<file path="config.mk">
export PLATFORM = sky130hd
export DESIGN_NAME = vid_frame_capture
export DESIGN_NICKNAME = d
export VERILOG_FILES = /design/src/rtl/vid_frame_capture.sv
export SDC_FILE = /design/constraint.sdc
export NUM_CORES = 1
export LEC_CHECK = 0
export CAP_MARGIN = 20
export CELL_PAD_IN_SITES_DETAIL_PLACEMENT = 0
export CELL_PAD_IN_SITES_GLOBAL_PLACEMENT = 1
export CORE_UTILIZATION = 40
export DETAILED_ROUTE_END_ITERATION = 10
export PLACE_DENSITY = 0.84
export RECOVER_POWER = 50
export SLEW_MARGIN = 10
export SYNTH_ARGS = -nofsm -noshare
export SYNTH_HDL_FRONTEND = slang
export SYNTH_SLANG_ARGS = --single-unit
</file>
<file path="constraint.sdc">
create_clock -name clk -period 3.1 [get_ports clk]
set_clock_uncertainty 0.2 [all_clocks]
set_input_delay 0.465 -clock clk [delete_from_list [all_inputs] [get_ports clk]]
set_output_delay 0.465 -clock clk [all_outputs]
set_load 0.01 [all_outputs]
</file>
<file path="src/rtl/vid_frame_capture.sv">
// Video frame capture sink: writes each active pixel of a vsync/de stream to a
// frame-buffer write port at its linear index, and reports per-frame resolution,
// pixel checksum and error flags at end of frame.
module vid_frame_capture #(
  parameter int unsigned HRES   = 320,
  parameter int unsigned VRES   = 240,
  parameter int unsigned ADDR_W = 17
) (
  input  logic              clk,
  input  logic              rst_n,
  input  logic              i_capture_en,
  input  logic              i_vsync,
  input  logic              i_hsync,
  input  logic              i_de,
  input  logic [23:0]       i_data,
  output logic              o_wr_en,
  output logic [ADDR_W-1:0] o_wr_addr,
  output logic [23:0]       o_wr_data,
  output logic              o_busy,
  output logic              o_frame_done,
  output logic [15:0]       o_frame_cnt,
  output logic [15:0]       o_meas_hres,
  output logic [15:0]       o_meas_vres,
  output logic [31:0]       o_pix_sum,
  output logic              o_err_size,
  output logic              o_err_ovf
);

  localparam logic [31:0] NumPix = 32'(HRES * VRES);
  localparam logic [15:0] HresW  = 16'(HRES);
  localparam logic [15:0] VresW  = 16'(VRES);

  typedef enum logic [1:0] {StIdle, StArm, StCapture, StDone} state_e;

  state_e      state_q;
  logic        vsync_q;
  logic        de_q;
  logic [31:0] pix_cnt_q;
  logic [15:0] line_cnt_q;
  logic [15:0] h_cnt_q;
  logic [15:0] first_len_q;
  logic [31:0] sum_q;
  logic        size_acc_q;
  logic        ovf_acc_q;

  logic        vsync_fall;
  logic        vsync_rise;
  logic        de_fall;
  logic [9:0]  pix_rgb;
  logic        unused_hsync;

  assign vsync_fall   = vsync_q & ~i_vsync;
  assign vsync_rise   = ~vsync_q & i_vsync;
  assign de_fall      = de_q & ~i_de;
  assign pix_rgb      = 10'(i_data[23:16]) + 10'(i_data[15:8]) + 10'(i_data[7:0]);
  // hsync carries no information for capture; lines are delimited by de.
  assign unused_hsync = i_hsync;

  // Busy is a pure decode of the registered state.
  assign o_busy = (state_q == StArm) || (state_q == StCapture);

  // Capture FSM with counters, accumulators and registered outputs.
  always_ff @(posedge clk or negedge rst_n) begin
    if (!rst_n) begin
      state_q      <= StIdle;
      vsync_q      <= 1'b0;
      de_q         <= 1'b0;
      pix_cnt_q    <= '0;
      line_cnt_q   <= '0;
      h_cnt_q      <= '0;
      first_len_q  <= '0;
      sum_q        <= '0;
      size_acc_q   <= 1'b0;
      ovf_acc_q    <= 1'b0;
      o_wr_en      <= 1'b0;
      o_wr_addr    <= '0;
      o_wr_data    <= '0;
      o_frame_done <= 1'b0;
      o_frame_cnt  <= '0;
      o_meas_hres  <= '0;
      o_meas_vres  <= '0;
      o_pix_sum    <= '0;
      o_err_size   <= 1'b0;
      o_err_ovf    <= 1'b0;
    end else begin
      vsync_q      <= i_vsync;
      de_q         <= i_de;
      o_wr_en      <= 1'b0;
      o_frame_done <= 1'b0;
      unique case (state_q)
        StIdle: begin
          if (i_capture_en) state_q <= StArm;
        end
        StArm: begin
          if (!i_capture_en) begin
            state_q <= StIdle;
          end else if (vsync_fall) begin
            // Only whole frames are captured: start from a clean slate here.
            state_q     <= StCapture;
            pix_cnt_q   <= '0;
            line_cnt_q  <= '0;
            h_cnt_q     <= '0;
            first_len_q <= '0;
            sum_q       <= '0;
            size_acc_q  <= 1'b0;
            ovf_acc_q   <= 1'b0;
          end
        end
        StCapture: begin
          if (i_de) begin
            if (pix_cnt_q < NumPix) begin
              o_wr_en   <= 1'b1;
              o_wr_addr <= pix_cnt_q[ADDR_W-1:0];
              o_wr_data <= i_data;
              sum_q     <= sum_q + 32'(pix_rgb);
            end else begin
              ovf_acc_q <= 1'b1;
            end
            pix_cnt_q <= pix_cnt_q + 32'd1;
            h_cnt_q   <= h_cnt_q + 16'd1;
          end
          // de_fall implies i_de is low, so this never collides with the block above.
          if (de_fall) begin
            line_cnt_q <= line_cnt_q + 16'd1;
            if (line_cnt_q == 16'd0) begin
              first_len_q <= h_cnt_q;
            end else if (h_cnt_q != first_len_q) begin
              size_acc_q <= 1'b1;
            end
            h_cnt_q <= '0;
          end
          if (vsync_rise) state_q <= StDone;
        end
        StDone: begin
          o_frame_done <= 1'b1;
          o_meas_hres  <= first_len_q;
          o_meas_vres  <= line_cnt_q;
          o_pix_sum    <= sum_q;
          o_err_size   <= size_acc_q | (first_len_q != HresW) | (line_cnt_q != VresW);
          o_err_ovf    <= ovf_acc_q;
          o_frame_cnt  <= o_frame_cnt + 16'd1;
          state_q      <= i_capture_en ? StArm : StIdle;
        end
        default: state_q <= StIdle;
      endcase
    end
  end

endmodule

</file>
==> results of run 1 <==
[final cells by class]
| type | count | share of cell area |
|---|---|---|
| tap | 384 | 0.03085 |
| multi-input combinational | 701 | 0.3601 |
| sequential | 243 | 0.3904 |
| clock buffer | 39 | 0.05286 |
| inverter | 61 | 0.01518 |
| clock inverter | 11 | 0.01028 |
| timing repair buffer | 229 | 0.1403 |
[path summary, 6_finish.rpt]
check | start | endpoint | slack [ps] | cells past startpoint
setup / recovery | i_data[23] | sum_q[31] | 80 | 14
hold / removal | i_data[7] | o_wr_data[7] | -0.9 | 2
setup reg to reg | sum_q[6] | sum_q[23] | 130 | 11
hold reg to reg | o_frame_cnt[15] | o_frame_cnt[15] | 280 | 1
max in group asynchronous | rst_n | line_cnt_q[8] | 500 | 3
min in group asynchronous | rst_n | o_meas_hres[11] | 850 | 2
[metrics by stage]
step                      setup WS (ps)  std cells  hold WS [ps]  power, µW
after floorplan                  -102.2       1048        -30.59       5903
after global placement           -802.7       1589         263.3       7343
after detailed placement         -873.6       1589         275.9       7423
after CTS                        -33.01       1650         51.63      11090
after global routing             -21.91       1668        0.1009      11610
final                             78.62       1668       -0.9035      11010
[sequential cells by signal, indices dropped and copies added, names as in the netlist, 16 cells and up, named ones only]
name,flops
o_pix_sum,32
pix_cnt_q,32
sum_q,32
first_len_q,16
o_wr_addr,17
o_wr_data,24
line_cnt_q,16
o_frame_cnt,16
o_meas_vres,16
o_meas_hres,16
h_cnt_q,16
[synthesized netlist by cell type, types with 4 or more instances]
| cell | number |
|---|---|
| nand3_1 | 42 |
| and2_1 | 6 |
| xnor2_1 | 45 |
| a21o_1 | 5 |
| o21a_1 | 9 |
| nor3_1 | 14 |
| ha_1 | 21 |
| a22o_1 | 17 |
| a211oi_1 | 12 |
| fa_1 | 16 |
| and3_1 | 13 |
| clkbuf_1 | 31 |
| o21ai_0 | 28 |
| nor2b_1 | 4 |
| or4_1 | 17 |
| xor2_1 | 19 |
| nand4_1 | 34 |
| nand2_1 | 78 |
| dfrtp_1 | 243 |
| buf_1 | 9 |
| nor2_1 | 46 |
| nand2b_1 | 15 |
| a21oi_1 | 32 |
| o211ai_1 | 8 |
| nor4_1 | 17 |
| o31ai_1 | 16 |
| inv_1 | 61 |
| and4_1 | 12 |
| or3_1 | 14 |
| mux2_2 | 107 |
| mux2i_1 | 15 |
[worst register-to-register path, cell delays in order, from the launching register on]
cell and delay [ps]:
dfrtp_1 410, inv_1 90, fa_1 550, inv_2 50, ha_4 270, and3_4 180
a21boi_4 250, o31ai_4 110, buf_12 150, buf_8 130, nor4b_4 270, mux2i_1 220
[per-layer routing]
metal  track usage  part of all wire  vias to the layer above  wire [µm]
met5             0                 0                        -          0
met4       0.04425             0.019                        0        520
met3       0.03092             0.048                       37       1325
met2        0.2877              0.45                      205      12420
met1        0.2623              0.48                     4352      13170
li1              -                 -                     4203          -
[where the power goes]
group / switching (µW) / leakage (µW) / internal (µW)
Clock: 1290 / 0.000482 / 2170
Combinational: 1680 / 0.00323 / 1810
Sequential: 399 / 0.00332 / 3640
Total: 3380 / 0.00703 / 7630
[cells by family after synthesis]
kind of cell | Yosys count
flip-flops | 243
multiplexers | 122
adder cells (fa/ha/maj) | 37
AND/OR/NAND/NOR | 331
AO/OA/AOI/OAI | 147
XOR/XNOR | 64
buffers and inverters | 104
[cell usage in the layout, fill, tap and decap left out, types with 20 or more instances in the layout]
master and count:
a21oi_1 29, buf_4 40, clkbuf_16 30, clkbuf_2 20, clkdlybuf4s50_1 118, dfrtp_1 243, dlygate4sd3_1 25, inv_1 36
inv_2 24, mux2_2 107, nand2_1 76, nand3_1 39, nand4_1 34, nor2_1 46, o21ai_0 27, xnor2_1 45
[what timing repair did]
action,CTS,global route
pin swaps,31,29
setup buffers,10,5
endpoints found under the setup margin,26,23
gates cloned,1,1
endpoints found under the hold margin,71,13
resized for setup,64,59
hold buffers,1,13
==> results.sh, run 1 <==
export IMPL_io_pins=156
export IMPL_path_buf_inv=6
export IMPL_fillers=2535
export IMPL_period_needed_ps=3021
export IMPL_outcome="finished, violations left"
export IMPL_hp_class="input pin to flop"
export IMPL_fin_util=0.5398
export IMPL_synth_area_mm2=0.01177
export IMPL_multi_input_area_mm2=0.005609
export IMPL_avgSynthCellArea_um2=11.23
export IMPL_synth_area_top_cells="dfrtp_1 (52%), mux2_2 (10%), xnor2_1 (3.3%), fa_1 (2.7%), nand2_1 (2.5%)"
export IMPL_grt_remaining_overflow=0
export IMPL_critPathTopFamily="adder cells"
export IMPL_start_kind="input pin"
export IMPL_post_dp_cell_area_mm2=0.01425
export IMPL_leakagePower_uw=0.007031
export IMPL_synth_ff_type="dfrtp_1"
export IMPL_crit_path_cell_trace="clkbuf_2 -> inv_2 -> fa_1 -> fa_1 -> inv_2 -> ha_4 -> buf_4 -> a21oi_2 -> nand2_4 -> o31ai_4 -> buf_12 -> buf_8 -> o31ai_1 -> a21oi_1"
export IMPL_end_kind="flop"
export IMPL_critPathArrivalTime_ps=3270
export IMPL_grt_pass1_wl_um=45550
export IMPL_die_y_um=173.5
export IMPL_min_period_over_period=0.9746
export IMPL_clock_fmax_mhz=331.0
export IMPL_setup_tns_final_ps=0
export IMPL_antenna_left=0
export IMPL_vias_per_cell=5.274
export IMPL_synth_warnings=0
export IMPL_violations="negative hold slack, max-capacitance violations, max-slew violations"
export IMPL_whs_ps=-0.9035
export IMPL_htree_levels=1
export IMPL_fp_coreArea_mm2=0.02886
export IMPL_initial_core_util=0.4079
export IMPL_wl_um=27430
export IMPL_netlist_instances=1048
export IMPL_numCtsBuffers=28
export IMPL_wl_per_cell_um=16.45
export IMPL_first_global_vias=8772
export IMPL_final_cell_area_mm2=0.01558
export IMPL_drive_above_1_share=0.2368
export IMPL_worst_slew_pin_slew_ps=1985
export IMPL_antenna_found_initial=0
export IMPL_ir_worst_vdd_mv=0.5642
export IMPL_dpl_hpwl_um=18630
export IMPL_grt_max_degree=78
export IMPL_path_class="input pin to flop"
export IMPL_synth_compound_area_share=0.08409
export IMPL_synth_seq_area_share=0.5166
export IMPL_area_delta_synth_final_pct=32.34
export IMPL_rows=62
export IMPL_hold_viol_final=1
export IMPL_synthMuxAreaShare=0.1151
export IMPL_slew_headroom=-0.3235
export IMPL_setup_violations=0
export IMPL_cts_root_buf="clkbuf_16"
export IMPL_die_w_um=173.5
export IMPL_die_area_mm2=0.03011
export IMPL_clkSlewWorstSetupHoldPaths_ps=60
export IMPL_final_max_slew_viol_count=77
export IMPL_seqCellArea_mm2=0.006081
export IMPL_synth_seq_cells=243
export IMPL_maxCapViolCount=1
export IMPL_synth_top_area_share=0.5166
export IMPL_final_net_count=1331
export IMPL_post_synth_top_area_cell="dfrtp_1"
export IMPL_p_per_area_mw_per_mm2=706.5
export IMPL_synthesis_nets=1115
export IMPL_vias=8797
export IMPL_antenna_cells=0
export IMPL_drtIter0Drc=434
export IMPL_worst_path_largest_cell_delay_ps=510
export IMPL_crit_required_ps=3350
export IMPL_drc=0
export IMPL_gr_usage_all_layers=0.1827
export IMPL_synth_top_family_by_area="simple AND/OR/NAND/NOR gates"
export IMPL_io_buffers=154
export IMPL_gp_congestion=0.7911
export IMPL_drt_first_pass_iters=5
export IMPL_yosys_area_share_xor_xnor=0.04762
export IMPL_cp_max_fo=7
export IMPL_cts_tree="yes"
export IMPL_cts_sinks=243
export IMPL_insertion_delay_ps=530
export IMPL_synth_distinct_cells=59
export IMPL_ys_async_sr_fraction=1.000
export IMPL_ctsLongestPathBuffers=3
export IMPL_synthAdderAreaFrac=0.04954
export IMPL_critical_path_slowest_cell="fa_1"
export IMPL_synthSimpleGateAreaFrac=0.1535
export IMPL_synth_edf_count=0
Note: power is estimated with default switching activity, not from simulation.
==> inputs of run 2 (changes only) <==
--- a/config.mk
+++ b/config.mk
@@ -8,6 +8,7 @@
 export CAP_MARGIN = 20
 export CELL_PAD_IN_SITES_DETAIL_PLACEMENT = 0
 export CELL_PAD_IN_SITES_GLOBAL_PLACEMENT = 1
+export CORE_MARGIN = 1
 export CORE_UTILIZATION = 40
 export DETAILED_ROUTE_END_ITERATION = 10
 export PLACE_DENSITY = 0.84
==> results of run 2 <==
No change in the layout: final DEF, timing and power equal those of run 1.
